==> src/rtl/pkt_tx_framer_pkg.sv <==
`default_nettype none
// ============================================================================
//  Module      : pkt_tx_framer_pkg
//  Description : Shared definitions for the head/data/tail packet interface.
//                Defines the 2-bit beat state encoding that the transmit
//                framer and the receiver FSM both use.
//  Revision    : 1.0 - initial release
// ============================================================================
package pkt_tx_framer_pkg;

    // Beat state encoding on the link:
    // IDLE = no beat, HEAD = first beat, DATA = middle beat, TAIL = last beat.
    typedef enum logic [1:0] {
        ST_IDLE = 2'b00,
        ST_HEAD = 2'b01,
        ST_DATA = 2'b10,
        ST_TAIL = 2'b11
    } pkt_state_e;

    // Every packet carries at least a head and a tail beat.
    localparam int c_min_beats = 2;

endpackage : pkt_tx_framer_pkg
`default_nettype wire

==> src/rtl/pkt_tx_framer.sv <==
`default_nettype none
// ============================================================================
//  Module      : pkt_tx_framer
//  Description : Transmit-side packet framer. Turns a start request plus a
//                beat count into one head beat, zero or more data beats and
//                one tail beat, pulling one payload word from upstream for
//                every beat. Beats advance only on valid & ready.
//  Options     : PKT_TX_IFG_EN - when defined, a tail transfer is followed by
//                IFG idle-gap cycles and back-to-back packets are disabled.
//  Revision    : 1.0 - initial release
// ============================================================================
module pkt_tx_framer
    import pkt_tx_framer_pkg::*;
#(
    parameter int DATA_W = 8,
    parameter int LEN_W  = 4,
    parameter int IFG    = 2
) (
    input  logic              clk,
    input  logic              reset,
    input  logic              start,
    input  logic [LEN_W-1:0]  len,
    input  logic [DATA_W-1:0] din,
    output logic              din_rd,
    input  logic              ready,
    output logic              valid,
    output logic              head,
    output logic              tail,
    output logic [DATA_W-1:0] dout,
    output logic              start_ack,
    output logic [1:0]        state
);

`ifdef PKT_TX_IFG_EN
    localparam bit c_ifg_en = 1'b1;
`else
    localparam bit c_ifg_en = 1'b0;
`endif

    // Length of the post-tail gap; zero when the gap feature is compiled out.
    localparam int c_gap_len = c_ifg_en ? IFG : 0;
    localparam int c_gap_w   = (c_gap_len < 2) ? 1 : $clog2(c_gap_len + 1);

    // ------------------------------------------------------------------
    // State and registered outputs
    // ------------------------------------------------------------------
    pkt_state_e          r_state;
    logic [LEN_W-1:0]    r_rem;       // beats still to send after the presented one
    logic [c_gap_w-1:0]  r_gap_cnt;   // nonzero = inside the inter-frame gap
    logic                r_valid;
    logic                r_head;
    logic                r_tail;
    logic                r_start_ack;
    logic [DATA_W-1:0]   r_dout;

    // ------------------------------------------------------------------
    // Combinational control
    // ------------------------------------------------------------------
    pkt_state_e          w_state_nxt;
    logic [LEN_W-1:0]    w_rem_nxt;
    logic [c_gap_w-1:0]  w_gap_nxt;
    logic [LEN_W-1:0]    w_len_c;
    logic                w_xfer;
    logic                w_idle_open;
    logic                w_tail_accept;
    logic                w_accept;
    logic                w_advance;
    logic                w_load;

    // A beat moves on the link only when presented and accepted.
    assign w_xfer = r_valid & ready;

    // Short requests are stretched to the minimum head+tail packet.
    assign w_len_c = (len < LEN_W'(c_min_beats)) ? LEN_W'(c_min_beats) : len;

    // A new packet may start from a true idle cycle (gap expired) or, when
    // back-to-back is allowed, on the cycle the tail beat is accepted.
    assign w_idle_open   = (r_state == ST_IDLE) && (r_gap_cnt == '0);
    assign w_tail_accept = (r_state == ST_TAIL) && w_xfer && !c_ifg_en;
    assign w_accept      = start && (w_idle_open || w_tail_accept);

    // Head and data beats that leave pull the following word from upstream.
    assign w_advance = w_xfer && ((r_state == ST_HEAD) || (r_state == ST_DATA));

    // One upstream word is consumed per head load and per beat advance.
    assign w_load = w_accept || w_advance;
    assign din_rd = !reset && w_load;

    // Next-state selection for the beat sequencer and its counters.
    always_comb begin
        w_state_nxt = r_state;
        w_rem_nxt   = r_rem;
        w_gap_nxt   = r_gap_cnt;
        case (r_state)
            ST_IDLE: begin
                if (r_gap_cnt != '0) begin
                    w_gap_nxt = r_gap_cnt - c_gap_w'(1);
                end else if (start) begin
                    w_state_nxt = ST_HEAD;
                    w_rem_nxt   = w_len_c - LEN_W'(1);
                end
            end
            ST_HEAD, ST_DATA: begin
                if (w_xfer) begin
                    w_state_nxt = (r_rem == LEN_W'(1)) ? ST_TAIL : ST_DATA;
                    w_rem_nxt   = r_rem - LEN_W'(1);
                end
            end
            ST_TAIL: begin
                if (w_xfer) begin
                    if (w_accept) begin
                        w_state_nxt = ST_HEAD;
                        w_rem_nxt   = w_len_c - LEN_W'(1);
                    end else begin
                        w_state_nxt = ST_IDLE;
                        w_gap_nxt   = c_gap_w'(c_gap_len);
                    end
                end
            end
            default: begin
                w_state_nxt = ST_IDLE;
            end
        endcase
    end

    // Sequencer register; link outputs are registered decodes of the next state.
    always_ff @(posedge clk) begin
        if (reset) begin
            r_state     <= ST_IDLE;
            r_rem       <= '0;
            r_gap_cnt   <= '0;
            r_valid     <= 1'b0;
            r_head      <= 1'b0;
            r_tail      <= 1'b0;
            r_start_ack <= 1'b0;
            r_dout      <= '0;
        end else begin
            r_state     <= w_state_nxt;
            r_rem       <= w_rem_nxt;
            r_gap_cnt   <= w_gap_nxt;
            r_valid     <= (w_state_nxt != ST_IDLE);
            r_head      <= (w_state_nxt == ST_HEAD);
            r_tail      <= (w_state_nxt == ST_TAIL);
            r_start_ack <= w_accept;
            if (w_load) begin
                r_dout <= din;
            end
        end
    end

    assign valid     = r_valid;
    assign head      = r_head;
    assign tail      = r_tail;
    assign dout      = r_dout;
    assign start_ack = r_start_ack;
    assign state     = r_state;

endmodule : pkt_tx_framer
`default_nettype wire
==> config.mk <==
export PLATFORM = sky130hd
export DESIGN_NAME = pkt_tx_framer
export DESIGN_NICKNAME = d
export VERILOG_FILES = /design/src/rtl/pkt_tx_framer_pkg.sv /design/src/rtl/pkt_tx_framer.sv
export SDC_FILE = /design/constraint.sdc
export NUM_CORES = 1
export LEC_CHECK = 0
export BUFFER_PORTS_ARGS = -buffer_cell sky130_fd_sc_hd__buf_2
export CORE_ASPECT_RATIO = 0.75
export CORE_MARGIN = 2
export CORE_UTILIZATION = 40
export DETAILED_ROUTE_END_ITERATION = 8
export PLACE_DENSITY = 0.66
export REMOVE_ABC_BUFFERS = 1
export SLEW_MARGIN = 20
export SYNTH_ARGS = -nofsm -noshare
export SYNTH_HDL_FRONTEND = slang
export SYNTH_SLANG_ARGS = --single-unit
==> constraint.sdc <==
create_clock -name clk -period 3.65 [get_ports clk]
set_input_delay 0.1825 -clock clk [delete_from_list [all_inputs] [get_ports clk]]
set_output_delay 0.1825 -clock clk [all_outputs]
set_load 0.005 [all_outputs]
==> metrics.yaml, run 1 <==
insertion_delay_ns: 0.29
cap_violations: 0
power.leakage_nw: 0.541
post-place-ws_ns: 1.27
irDropWorstVdd_mv: 0.288
maxSlewHeadroom_pct: 51.7
cts.sinks: 18
antenna_left: 0
drc: 0
holdWs_ns: 0.111
synthArstFlopShare_pct: 0
dieWidth_um: 58.9
grt_max_degree: 18
avgSynthCellArea_sq_um: 9.03
grt_pass1_vias: 738
min-delay-start: "din[5]"
drt-vias-per-instance: 5.13
layout_commonest_cell: "buf_2"
crit_buf_inv: 3
dr.pass1.iters: 4
drive_above_1_share_pct: 29.0
die_h_um: 45.2
synthToLayoutAreaGrowth_pct: 22.7
wl_per_cell_um: 12.1
finalHoldViolations: 0
fillers: 203
use_met2_pct: 24.4
use_met3_pct: 6.30
dpl.hpwl_um: 1400
reg2reg_depth: 6
worstSetupEndpointType: "output pin"
synth-main-ff-cell: "dfxtp_1"
fp-row-count: 14
antenna_found_initial: 0
ys_types: 32
multi_input_area_sq_um: 504
fin_skew_ns: 0.00318
synth_area_sq_um: 903
startpoint: "state[0]"
postCtsSetupBuffers: 0
synth_edf_count: 0
cp_top_family: "compound AO/OA/AOI/OAI gates"
place.port_buffers: 30
rr_endpoint: "dout[4]"
top_usage_layer: "met2"
fin_ws_ns: 1.01
dpl_cell_area_sq_mm: 0.00107
outcome: "finished, final reports clean"
initial_core_util_pct: 43.7
min_to: "dout[5]"
ys_ff_latch: 18
finalMaxSlewViolations: 0
grt_first_pass_wirelength_um: 3190
via_count: 795
critPathMaxFanout: 15
start_kind: "flop"
timing.final.crit_share_pct: 72.4
gp_congestion: 0.721
layout_common_cells: "buf_2 (30), dfxtp_1 (18), nor2_1 (16)"
hold_depth: 3
r2r-start: "state[0]"
synth_warnings: 0
totalWireLength_um: 1880
max_stage_delay_ns: 0.67
drtIter0Drc: 17
yosysSeqAreaShare_pct: 39.9
r2r_slack_ns: 1.31
dp_cells: 150
final_cell_area_sq_mm: 0.00111
final_util_pct: 53.6
setup_viol: 0
cts.htree.levels: 1
crit_slowest_cell: "a32oi_1"
gr-total-overflow: 0
gr-usage-met1_pct: 21.8
numCtsBuffers: 3
hp-class: "input pin to flop"
hold_buffers: 0
fin_cells: 155
cts-resized-gates: 0
pwr_density_cell_mw_per_mm2: 420
tightest_slew_ns: 0.725
io_pins: 31
tns_ns: 0
crit_chain: "inv_1, ha_1, a32oi_1, clkbuf_2, nor2_1, buf_2"
crit_type: "flop to output pin"
cts_root_buffer: "clkbuf_4"
die-area_sq_mm: 0.00266
seq_area_sq_um: 360
antennaDiodeCount: 0
clk_pin_slew_ns: 0.11
max_freq_mhz: 378
grt_setup_unrepaired: "no"
clock_path_buffers: 2
cts_tree: "done"
grt_usage_pct: 16.2
crit_required_ns: 3.47
syn_inst: 100
fin_crit_ns: 2.64
worstPathArrival_ns: 2.46
layout.nets: 154
core_area_sq_mm: 0.00207
total_power_uw: 466
-- synthesized netlist by cell type, types with 2 or more instances --
cell	count	area, sq um
o21ai_1	4	20.0
nand3b_1	2	15.0
dfxtp_1	18	360
nand3_1	2	10.0
o31a_1	2	17.5
nand2_1	4	15.0
clkbuf_1	3	11.3
a31oi_1	2	12.5
ha_1	6	75.1
a21oi_1	2	10.0
inv_1	6	22.5
nor2_1	16	60.1
mux2i_1	11	110
nor3b_1	2	15.0
nor2b_1	3	18.8
-- logic make-up after synthesis --
kind of cell | Yosys count | share of synthesized area (%)
buffers and inverters | 10 | 4.29
and+or+nand+nor | 35 | 19.0
AOI/OAI and AO/OA | 19 | 15.4
adders and majority gates | 6 | 8.31
muxes | 11 | 12.2
DFF | 18 | 39.9
xor gates and xnor gates | 1 | 0.970
-- worst max-delay path by stage --
stage	cells past startpoint	end	slack (ns)
6_report	6	din_rd	1.01
5_1_grt	6	din_rd	0.82
4_1_cts	5	din_rd	1.01
3_5_place_dp	5	dout[1]	1.27
3_3_place_gp	5	dout[2]	1.36
2_1_floorplan	5	dout[0]	1.56
-- final cells by class --
type / instances / share of cell area [%]
Multi-Input combinational cell: 72 / 45.5
Sequential cell: 18 / 32.5
Tap cell: 24 / 2.71
Inverter: 6 / 2.03
Clock buffer: 4 / 3.27
Timing Repair Buffer: 31 / 14.0
-- where the power goes --
part	total [mW]	internal [mW]	switching, mW
sequential	0.230	0.215	0.0148
clock	0.124	0.0608	0.0631
combinational	0.113	0.0548	0.0579
total	0.466	0.330	0.136
-- registers in the layout (all words and copies together), names as in the netlist --
name       cells
dout           8
head           1
r_rem          4
start_ack      1
state          2
tail           1
valid          1
-- layer usage --
metal	vias up	wire length, um
li1	414	-
met1	357	963
met2	22	785
met3	2	114
met4	0	13
met5	-	0
-- worst register-to-register path: stages, from the launching register on --
cell      delay [ns]
dfxtp_1         0.43
inv_1           0.09
ha_1            0.50
a32oi_1         0.67
clkbuf_2        0.29
mux2i_1         0.19
nor2_1          0.05
Note: power is estimated with default switching activity, not from simulation.
==> inputs of run 2 (changes only) <==
--- a/config.mk
+++ b/config.mk
@@ -10,7 +10,7 @@
 export CORE_MARGIN = 2
 export CORE_UTILIZATION = 40
 export DETAILED_ROUTE_END_ITERATION = 8
-export PLACE_DENSITY = 0.66
+export PLACE_DENSITY = 0.69
 export REMOVE_ABC_BUFFERS = 1
 export SLEW_MARGIN = 20
 export SYNTH_ARGS = -nofsm -noshare
==> constraint.sdc (replaced) <==
create_clock -name clk -period 2.4 [get_ports clk]
set_input_delay 0.12 -clock clk [delete_from_list [all_inputs] [get_ports clk]]
set_output_delay 0.12 -clock clk [all_outputs]
set_load 0.005 [all_outputs]
==> run 2 against run 1 <==
Net effect: the run now ends with design-rule violations left; non-clock buffer count up 1; register-to-register slack worse by 0.87 ns; via count rose by 3.8%; sequential share of layout area grew 0.11 points; clock skew rose by 0.0050 ns; die area stayed put; worst hold slack got worse by 0.059 ns; total power up 45%; routed wire length increased by 6.0%; cell count did not move; sequential power up 52%; highest routed layer unchanged.
==> metrics.yaml, run 2 (same netlist as run 1, synthesis figures left out) <==
irDropWorstVdd_mv: 0.392  # was 0.288 mV
outcome: "finished, violations left"  # was finished, final reports clean
crit_slowest_cell: "dfxtp_1"  # was a32oi_1
clock_path_buffers: 2  # unchanged
dieWidth_um: 58.9  # unchanged
pwr_density_cell_mw_per_mm2: 613  # was 420 mW/mm^2
clk_pin_slew_ns: 0.10  # was 0.11 ns
hold_buffers: 0  # unchanged
layout_common_cells: "buf_2 (30), dfxtp_1 (18), nor2_1 (16)"  # unchanged
dr.pass1.iters: 6  # was 4
finalHoldViolations: 0  # unchanged
start_kind: "flop"  # unchanged
antenna_found_initial: 0  # unchanged
p_int_uw: 471  # was 330 uW
grt_usage_pct: 16.6  # was 16.2%
die-area_sq_mm: 0.00266  # unchanged
clock_power_share_pct: 22.1  # was 26.6%
cts.sinks: 18  # unchanged
tns_ns: 0  # unchanged
seq_area_sq_um: 360  # unchanged
grt_setup_unrepaired: "no"  # unchanged
power_switching_uw: 206  # was 136 uW
cap_violations: 0  # unchanged
wl_per_cell_um: 12.8  # was 12.1 um
fp-row-count: 14  # unchanged
cts.htree.levels: 1  # unchanged
synthToLayoutAreaGrowth_pct: 22.3  # was 22.7%
fin_skew_ns: 0.00819  # was 0.00318 ns
antenna_left: 0  # unchanged
crit_buf_inv: 3  # unchanged
crit_required_ns: 2.28  # was 3.47 ns
die_h_um: 45.2  # unchanged
postCtsSetupBuffers: 0  # unchanged
drtIter0Drc: 48  # was 17
cts_tree: "done"  # unchanged
r2r_slack_ns: 0.44  # was 1.31 ns
cp_top_family: "buffers and inverters"  # was compound AO/OA/AOI/OAI gates
rr_endpoint: "head"  # was dout[4]
drc: 1  # was 0
power.share.sequential_pct: 51.8  # was 49.2%
layout.nets: 155  # was 154
crit_chain: "inv_1, ha_1, a32oi_1, buf_4, nor2_1, buf_2"  # was inv_1, ha_1, a32oi_1, clkbuf_2, nor2_1, buf_2
grt_first_pass_wirelength_um: 3330  # was 3190 um
antennaDiodeCount: 0  # unchanged
core_area_sq_mm: 0.00207  # unchanged
maxSlewHeadroom_pct: 71.3  # was 51.7%
dpl.hpwl_um: 1510  # was 1400 um
io_pins: 31  # unchanged
grt_max_degree: 18  # unchanged
insertion_delay_ns: 0.30  # was 0.29 ns
min_to: "dout[0]"  # was dout[5]
max_freq_mhz: 500
grt_pass1_vias: 750  # was 738
drive_above_1_share_pct: 29.0  # unchanged
fin_ws_ns: 0.400  # was 1.01 ns
via_count: 825  # was 795
violations: "design-rule violations"
max_stage_delay_ns: 0.44  # was 0.67 ns
cts-resized-gates: 0  # unchanged
finalMaxSlewViolations: 0  # unchanged
fillers: 199  # was 203
combPwrFrac_pct: 26.1  # was 24.2%
numCtsBuffers: 3  # unchanged
gp_congestion: 0.891  # was 0.721
worstSetupEndpointType: "output pin"  # unchanged
hp-class: "input pin to flop"  # unchanged
timing.final.crit_share_pct: 83.4
fin_crit_ns: 2.00
setup_viol: 0  # unchanged
reg2reg_depth: 6  # unchanged
initial_core_util_pct: 43.7  # unchanged
min-delay-start: "din[0]"  # was din[5]
totalWireLength_um: 1990  # was 1880 um
post-place-ws_ns: 0.458  # was 1.27 ns
tightest_slew_ns: 0.431  # was 0.725 ns
layout_commonest_cell: "buf_2"  # unchanged
multi_input_area_sq_um: 504  # unchanged
largest_reg_flops: 8  # unchanged
crit_type: "flop to output pin"  # unchanged
r2r-start: "state[0]"  # unchanged
swShare_pct: 30.4  # was 29.1%
critPathMaxFanout: 9  # was 15
place.port_buffers: 30  # unchanged
hold_depth: 3  # unchanged
gr-total-overflow: 0  # unchanged
worstPathArrival_ns: 1.88  # was 2.46 ns
power.leakage_nw: 0.539  # was 0.541 nW
cts_root_buffer: "clkbuf_4"  # unchanged
drt-vias-per-instance: 5.32  # was 5.13
==> run 2: cell count changes in the layout (fill, tap and decap cells not counted), sizes merged <==
cell,before,now
buf,30,32
clkbuf,5,3
==> run 2: routing by layer <==
metal	track usage (%)	up-vias	wire (um)
met3	5.16	2	105
met1	21.7	384	934
met2	27.1	21	935
met4	4.09	0	14
li1	-	418	-
met5	0	-	0
==> run 2: layout make-up <==
cell class	instances	share of cell area (%)
Tap cell	24	2.72
Inverter	6	2.04
Multi-Input combinational cell	72	45.6
Sequential cell	18	32.6
Clock buffer	3	2.04
Timing Repair Buffer	32	14.9
==> run 2: how the worst max path moves through the flow <==
stage / from / endpoint / cells past startpoint
2_1_floorplan: state[0] / dout[0] / 5
3_3_place_gp: state[0] / head / 6
3_5_place_dp: state[0] / head / 6
4_1_cts: state[0] / din_rd / 6
5_1_grt: state[0] / din_rd / 6
6_report: state[0] / din_rd / 6
==> run 2: power by group through the flow <==
stage | sequential, mW | combinational (mW) | clock [mW]
floorplan | 0.353 | 0.111 | 0
finish | 0.350 | 0.177 | 0.150
CTS | 0.350 | 0.178 | 0.158
global route | 0.355 | 0.200 | 0.168
global placement | 0.354 | 0.172 | 0
detailed placement | 0.357 | 0.178 | 0
==> run 2: worst min-delay path, delay by kind of cell <==
family	cells	cell delay, ns
AND/OR/NAND/NOR	1	0.07
multiplexers	1	0.05
buffers and inverters	1	0.07
==> run 2: per-stage QoR <==
stage                     hold slack, ns  instance area (sq um)  std cells  utilization, %  total power [mW]
after CTS                         0.0450                   1100        155            53.5             0.686
final                             0.0526                   1100        155            53.5             0.677
after global routing              0.0532                   1100        155            53.5             0.723
after floorplan                    0.189                    887         96               -             0.464
after detailed placement           0.360                   1080        152            52.4             0.534
after global placement             0.348                   1080        152            52.4             0.527
